**src/rtl/mips_pkg.sv**
```systemverilog
// Shared constants for the 5-stage MIPS core: bubble instruction, reset PC,
// opcodes and instruction field positions.
package mips_pkg;
  localparam logic [31:0] NOP_INSTR_DEF = 32'h0000_0000;
  localparam logic [31:0] RESET_PC_DEF  = 32'h0000_0000;
  localparam logic [5:0]  OP_J          = 6'b000010;
  localparam logic [5:0]  OP_BEQ        = 6'b000100;
  localparam int          OPCODE_MSB    = 31;
  localparam int          OPCODE_LSB    = 26;
  localparam int          JIDX_WIDTH    = 26;

  // Pseudo-direct jump: top nibble of the jump's own PC+4, index, word align.
  function automatic logic [31:0] jump_addr(input logic [31:0] pc4,
                                            input logic [JIDX_WIDTH-1:0] idx);
    return {pc4[31:28], idx, 2'b00};
  endfunction
endpackage

```
**src/rtl/pc_reg.sv**
```systemverilog
// Program counter register: synchronous reset, hold enable, parallel load.
module pc_reg
  import mips_pkg::*;
#(
  parameter logic [31:0] RESET_PC = RESET_PC_DEF
) (
  input  logic        clk,
  input  logic        rst,
  input  logic        i_hold,
  input  logic [31:0] i_load_val,
  output logic [31:0] o_pc
);
  logic [31:0] r_pc;

  always_ff @(posedge clk) begin
    if (rst)          r_pc <= RESET_PC;
    else if (!i_hold) r_pc <= i_load_val;
  end

  assign o_pc = r_pc;
endmodule

```
**src/rtl/if_id_stage.sv**
```systemverilog
// Instruction fetch plus IF/ID pipeline register: next-PC selection,
// load-use stall hold, branch/jump flush and a saturating stall counter.
module if_id_stage
  import mips_pkg::*;
#(
  parameter logic [31:0] RESET_PC  = RESET_PC_DEF,
  parameter logic [31:0] NOP_INSTR = NOP_INSTR_DEF
) (
  input  logic                  clk,
  input  logic                  rst,
  input  logic                  Stall_Data_Hazard,
  input  logic                  branch_taken,
  input  logic [31:0]           branch_target,
  input  logic                  jump,
  input  logic [JIDX_WIDTH-1:0] jump_index,
  output logic [31:0]           imem_addr,
  input  logic [31:0]           imem_data,
  output logic [31:0]           pc,
  output logic [31:0]           if_id_instr,
  output logic [31:0]           if_id_pc4,
  output logic                  if_id_valid,
  output logic [15:0]           stall_count
);
  logic [31:0] w_pc;
  logic [31:0] w_pc4;
  logic [31:0] w_next_pc;
  logic        w_jump_go;
  logic        w_flush;
  logic        w_hold;

  logic [31:0] r_instr;
  logic [31:0] r_pc4;
  logic        r_valid;
  logic [15:0] r_stall_cnt;

  assign w_pc4 = w_pc + 32'd4;
  // A stalled jump waits in ID; a taken branch overrides both jump and stall.
  assign w_jump_go = jump && !Stall_Data_Hazard;
  assign w_flush   = branch_taken || w_jump_go;
  assign w_hold    = Stall_Data_Hazard && !branch_taken;

  always_comb begin
    w_next_pc = w_pc4;
    if (branch_taken)   w_next_pc = branch_target;
    else if (w_jump_go) w_next_pc = jump_addr(r_pc4, jump_index);
  end

  pc_reg #(.RESET_PC(RESET_PC)) u_pc_reg (
    .clk        (clk),
    .rst        (rst),
    .i_hold     (w_hold),
    .i_load_val (w_next_pc),
    .o_pc       (w_pc)
  );

  always_ff @(posedge clk) begin
    if (rst || w_flush) begin
      r_instr <= NOP_INSTR;
      r_pc4   <= 32'd0;
      r_valid <= 1'b0;
    end else if (!Stall_Data_Hazard) begin
      r_instr <= imem_data;
      r_pc4   <= w_pc4;
      r_valid <= 1'b1;
    end
  end

  always_ff @(posedge clk) begin
    if (rst)
      r_stall_cnt <= 16'd0;
    else if (w_hold && r_stall_cnt != 16'hFFFF)
      r_stall_cnt <= r_stall_cnt + 16'd1;
  end

  assign imem_addr   = w_pc;
  assign pc          = w_pc;
  assign if_id_instr = r_instr;
  assign if_id_pc4   = r_pc4;
  assign if_id_valid = r_valid;
  assign stall_count = r_stall_cnt;
endmodule

```
**config.mk**
```make
export PLATFORM = sky130hd
export DESIGN_NAME = if_id_stage
export DESIGN_NICKNAME = d
export VERILOG_FILES = /design/src/rtl/mips_pkg.sv /design/src/rtl/pc_reg.sv /design/src/rtl/if_id_stage.sv
export SDC_FILE = /design/constraint.sdc
export NUM_CORES = 1
export LEC_CHECK = 0
export BUFFER_PORTS_ARGS = -buffer_cell sky130_fd_sc_hd__buf_4
export CORE_UTILIZATION = 34
export CTS_CLUSTER_SIZE = 10
export DETAILED_ROUTE_END_ITERATION = 16
export PLACE_DENSITY_LB_ADDON = 0.3
export SYNTH_ARGS = -nofsm -noshare
export SYNTH_HDL_FRONTEND = slang
export SYNTH_SLANG_ARGS = --single-unit
```
**constraint.sdc**
```tcl
create_clock -name clk -period 2 [get_ports clk]
set_input_delay 0.4 -clock clk [delete_from_list [all_inputs] [get_ports clk]]
set_output_delay 0.4 -clock clk [all_outputs]
set_load 0.005 [all_outputs]
```
==> metrics.cfg <==
[worst_hold_path]
min-delay-path-class = in -> reg

[pwr]
finalPower_uw = 6190
p_seq_frac = 0.388
power.combinational.fraction = 0.146
internal-power_uw = 4650
p_clk_frac = 0.466
vdd_drop_max_uv = 627
power.density_nw_per_um2 = 738
switching_power_uw = 1540
power.share.switching = 0.249
cellLeakagePower_uw = 0.00384

[grt]
number_of_antenna_violations_at_the_first_check_in_global_routing = 0
global_route_wire_length_before_repair_um = 30500
track_usage = 0.227
grt_start_max_net_pins = 50
grt_pass1_vias = 5547
grt_overflow = 0

[route]
final_antenna_net_count = 0
drt-vias-per-instance = 5.10
via_count = 5850
drt_iter0_drc = 340
drtPass1Iterations = 5
routed_length_per_placed_instance_um = 17.2
detail_route.wirelength_um = 19700
drc = 0

[die]
die_w_um = 132
boundaryPins = 240
rows = 47
coreArea_um2 = 16500
dieArea_um2 = 17400
floorplan.initialDensity = 0.347
die_h_um = 132

[clock_tree]
cts.sinks = 113
worst_setup_hold_path_clk_slew_ns = 0.05
clk_latency_ns = 0.41
hold_buffers = 0
cts_root_buf = sky130_fd_sc_hd__clkbuf_16
max-clock-path-buffers = 2
clock_tree_from_tritoncts = yes
tritoncts.num_buffers = 17
ctsHtreeMaxLevel = 4

[critical_path]
crit_type = reg -> reg
critPathLaunchType = flip-flop
crit_required_ns = 2.29
cell_by_cell_trace_of_the_critical_path = buf_4, nand4_1, buf_4, or4_4, mux2_2, nor2_1, o21ai_0
crit_fanout = 8
cp.buffers_inverters = 2
slowest_delay_ns = 0.43
critical_path.slowest_cell = sky130_fd_sc_hd__or4_4
worst_path_dominant_cell_family = simple AND/OR/NAND/NOR gates
worst_path_most_repeated_cell = sky130_fd_sc_hd__buf_4
worst_path_arrival_ns = 2.21
crit_path_end_kind = flip-flop

[timing]
final_max_slew_viol_count = 0
fmax_mhz = 521
grt_setup_unrepaired = yes
period_minus_slack_ns = 1.92
worst_slew_margin_rel = 0.612
max_slew.worst_pin.slew_ns = 0.581
setup-violations-final = 0
final_min_period_over_clock_period = 0.959
timing.final.hold_violations = 0
skew_ns = 0.00745

[yosys]
synth_simple_gate_area_frac = 0.201
yosys.area_share.xor_xnor = 0.0627
adder_cell_share_of_the_synthesized_area = 0.00437
main_combinational_cell_family_by_area_after_synthesis = simple AND/OR/NAND/NOR gates
avgSynthCellArea_um2 = 8.39
syn_inst = 683
cell_area_after_technology_mapping_um2 = 5730
synth.distinct_cells = 52
seq_area_frac_synth = 0.395
synth_mux_area_frac = 0.0858
syn-num-nets = 780
yosys_most_used_dff = sky130_fd_sc_hd__dfxtp_1
ys_warnings = 0
synth-edff-count = 0
synth_compound_area_frac = 0.167
postSynthRegisterBits = 113
postSynth.asyncResetShare = 0

[run]
max_cap_viol_count = 0

[place]
hpwl_um = 14600
placement.io_buffers = 239
gp_congestion = 0.879
placed_cell_area_um2 = 7780

[finish]
layout-area-overhead-vs-synth_pct = 46.3
n_antenna_cell = 0
post_route_cells_drive_above_1_share = 0.367
fin_area_um2 = 8380
nets = 1014

[outcome]
run_status = complete, no violations

logic make-up (layout without fill, tap and decap cells):
logic type,Yosys count,after routing
fa+ha+maj,2,2
mux,49,49
flops,113,113
buf+inv,91,336
compound gates,150,150
xor+xnor,41,41
simple gates,237,237
power groups by stage:
| stage | registers (µW) | logic [µW] | clock network, µW |
|---|---|---|---|
| 6_report | 2400 | 905 | 2880 |
| 5_1_grt | 2410 | 990 | 3040 |
| 4_1_cts | 2400 | 914 | 2930 |
| 3_5_place_dp | 2440 | 909 | 0 |
| 3_3_place_gp | 2440 | 906 | 0 |
| 2_1_floorplan | 2470 | 416 | 0 |
layout by cell type, fill, tap and decap left out, drive strengths merged, types with 4 or more instances in the layout:
master    n
a211oi   10
a21oi    58
a221oi    9
and3     19
and4      7
buf     295
clkbuf   24
clkinv    5
dfxtp   113
inv      11
mux2i    48
nand2    60
nand2b    6
nand3    19
nand4    17
nor2     87
nor3      6
nor4      9
o211ai    7
o21a      4
o21ai    28
o221ai   10
xnor2    17
xor2     24
metrics by stage:
step / setup TNS, ns / hold WS, ns / setup slack, ns / std cells / util
after floorplan: 0 / 0.451 / 0.0132 / 683 / -
after global placement: 0 / 0.443 / 0.226 / 1115 / 0.471
after detailed placement: 0 / 0.447 / 0.0985 / 1115 / 0.471
after CTS: 0 / 0.169 / 0.0846 / 1145 / 0.504
after global routing: -0.0405 / 0.196 / -0.0218 / 1148 / 0.507
final: 0 / 0.182 / 0.0816 / 1148 / 0.507
cells in the mapped netlist (3+ instances only):
| library cell | n | area, µm² |
|---|---|---|
| sky130_fd_sc_hd__a211oi_1 | 10 | 75.1 |
| sky130_fd_sc_hd__a21o_1 | 3 | 22.5 |
| sky130_fd_sc_hd__a21oi_1 | 58 | 290 |
| sky130_fd_sc_hd__a221oi_1 | 8 | 70.1 |
| sky130_fd_sc_hd__a22oi_1 | 3 | 22.5 |
| sky130_fd_sc_hd__a31oi_1 | 3 | 18.8 |
| sky130_fd_sc_hd__and3_1 | 19 | 119 |
| sky130_fd_sc_hd__and4_1 | 7 | 61.3 |
| sky130_fd_sc_hd__buf_2 | 3 | 15.0 |
| sky130_fd_sc_hd__buf_4 | 34 | 255 |
| sky130_fd_sc_hd__clkbuf_1 | 38 | 143 |
| sky130_fd_sc_hd__dfxtp_1 | 113 | 2260 |
| sky130_fd_sc_hd__inv_1 | 11 | 41.3 |
| sky130_fd_sc_hd__mux2i_1 | 48 | 480 |
| sky130_fd_sc_hd__nand2_1 | 60 | 225 |
| sky130_fd_sc_hd__nand2b_1 | 6 | 37.5 |
| sky130_fd_sc_hd__nand3_1 | 19 | 95.1 |
| sky130_fd_sc_hd__nand4_1 | 15 | 93.8 |
| sky130_fd_sc_hd__nor2_1 | 87 | 327 |
| sky130_fd_sc_hd__nor3_1 | 6 | 30.0 |
| sky130_fd_sc_hd__nor4_1 | 7 | 43.8 |
| sky130_fd_sc_hd__o211ai_1 | 7 | 52.6 |
| sky130_fd_sc_hd__o21a_1 | 4 | 30.0 |
| sky130_fd_sc_hd__o21ai_0 | 28 | 140 |
| sky130_fd_sc_hd__o21ba_2 | 3 | 30.0 |
| sky130_fd_sc_hd__o221ai_1 | 10 | 87.6 |
| sky130_fd_sc_hd__xnor2_1 | 17 | 149 |
| sky130_fd_sc_hd__xor2_1 | 24 | 210 |
sequential cells by signal (all words and copies together) (netlist names):
name,cells
if_id_instr,32
if_id_pc4,32
u_pc_reg.o_pc,32
stall_count,16
if_id_valid,1
worst register-to-register path: stages (launching register included):
cell	delay, ns
sky130_fd_sc_hd__dfxtp_1	0.34
sky130_fd_sc_hd__buf_4	0.17
sky130_fd_sc_hd__nand4_1	0.19
sky130_fd_sc_hd__buf_4	0.21
sky130_fd_sc_hd__or4_4	0.43
sky130_fd_sc_hd__mux2_2	0.29
sky130_fd_sc_hd__nor2_1	0.09
sky130_fd_sc_hd__o21ai_0	0.08
path summary, 6_finish.rpt:
| kind | start | cells past startpoint | slack, ns | to |
|---|---|---|---|---|
| min | branch_target[30] | 3 | 0.18 | u_pc_reg.o_pc[30] |
| max | u_pc_reg.o_pc[2] | 7 | 0.08 | u_pc_reg.o_pc[13] |
| min reg2reg | if_id_valid | 1 | 0.46 | if_id_valid |
| max reg2reg | u_pc_reg.o_pc[2] | 7 | 0.08 | u_pc_reg.o_pc[13] |
area by class of cell:
class	instances	area [µm²]
sequential	113	2260
timing repair buffer	295	2230
tap	220	275
multi-input combinational	479	3020
inverter	11	41.3
clock inverter	6	55.1
fill	1611	8140
clock buffer	24	502
per-layer routing:
layer,track usage,wire length [µm],up-vias
met2,0.367,8960,261
li1,-,-,2861
met5,0,0,-
met3,0.0800,1790,31
met4,0.0827,514,0
met1,0.278,8440,2697
what timing repair did:
item | in CTS | in global routing
gates resized for setup | 0 | 6
setup buffers | 0 | 3
endpoints found under the setup margin | 0 | 8
No activity file was read; power rests on OpenSTA's default activity.
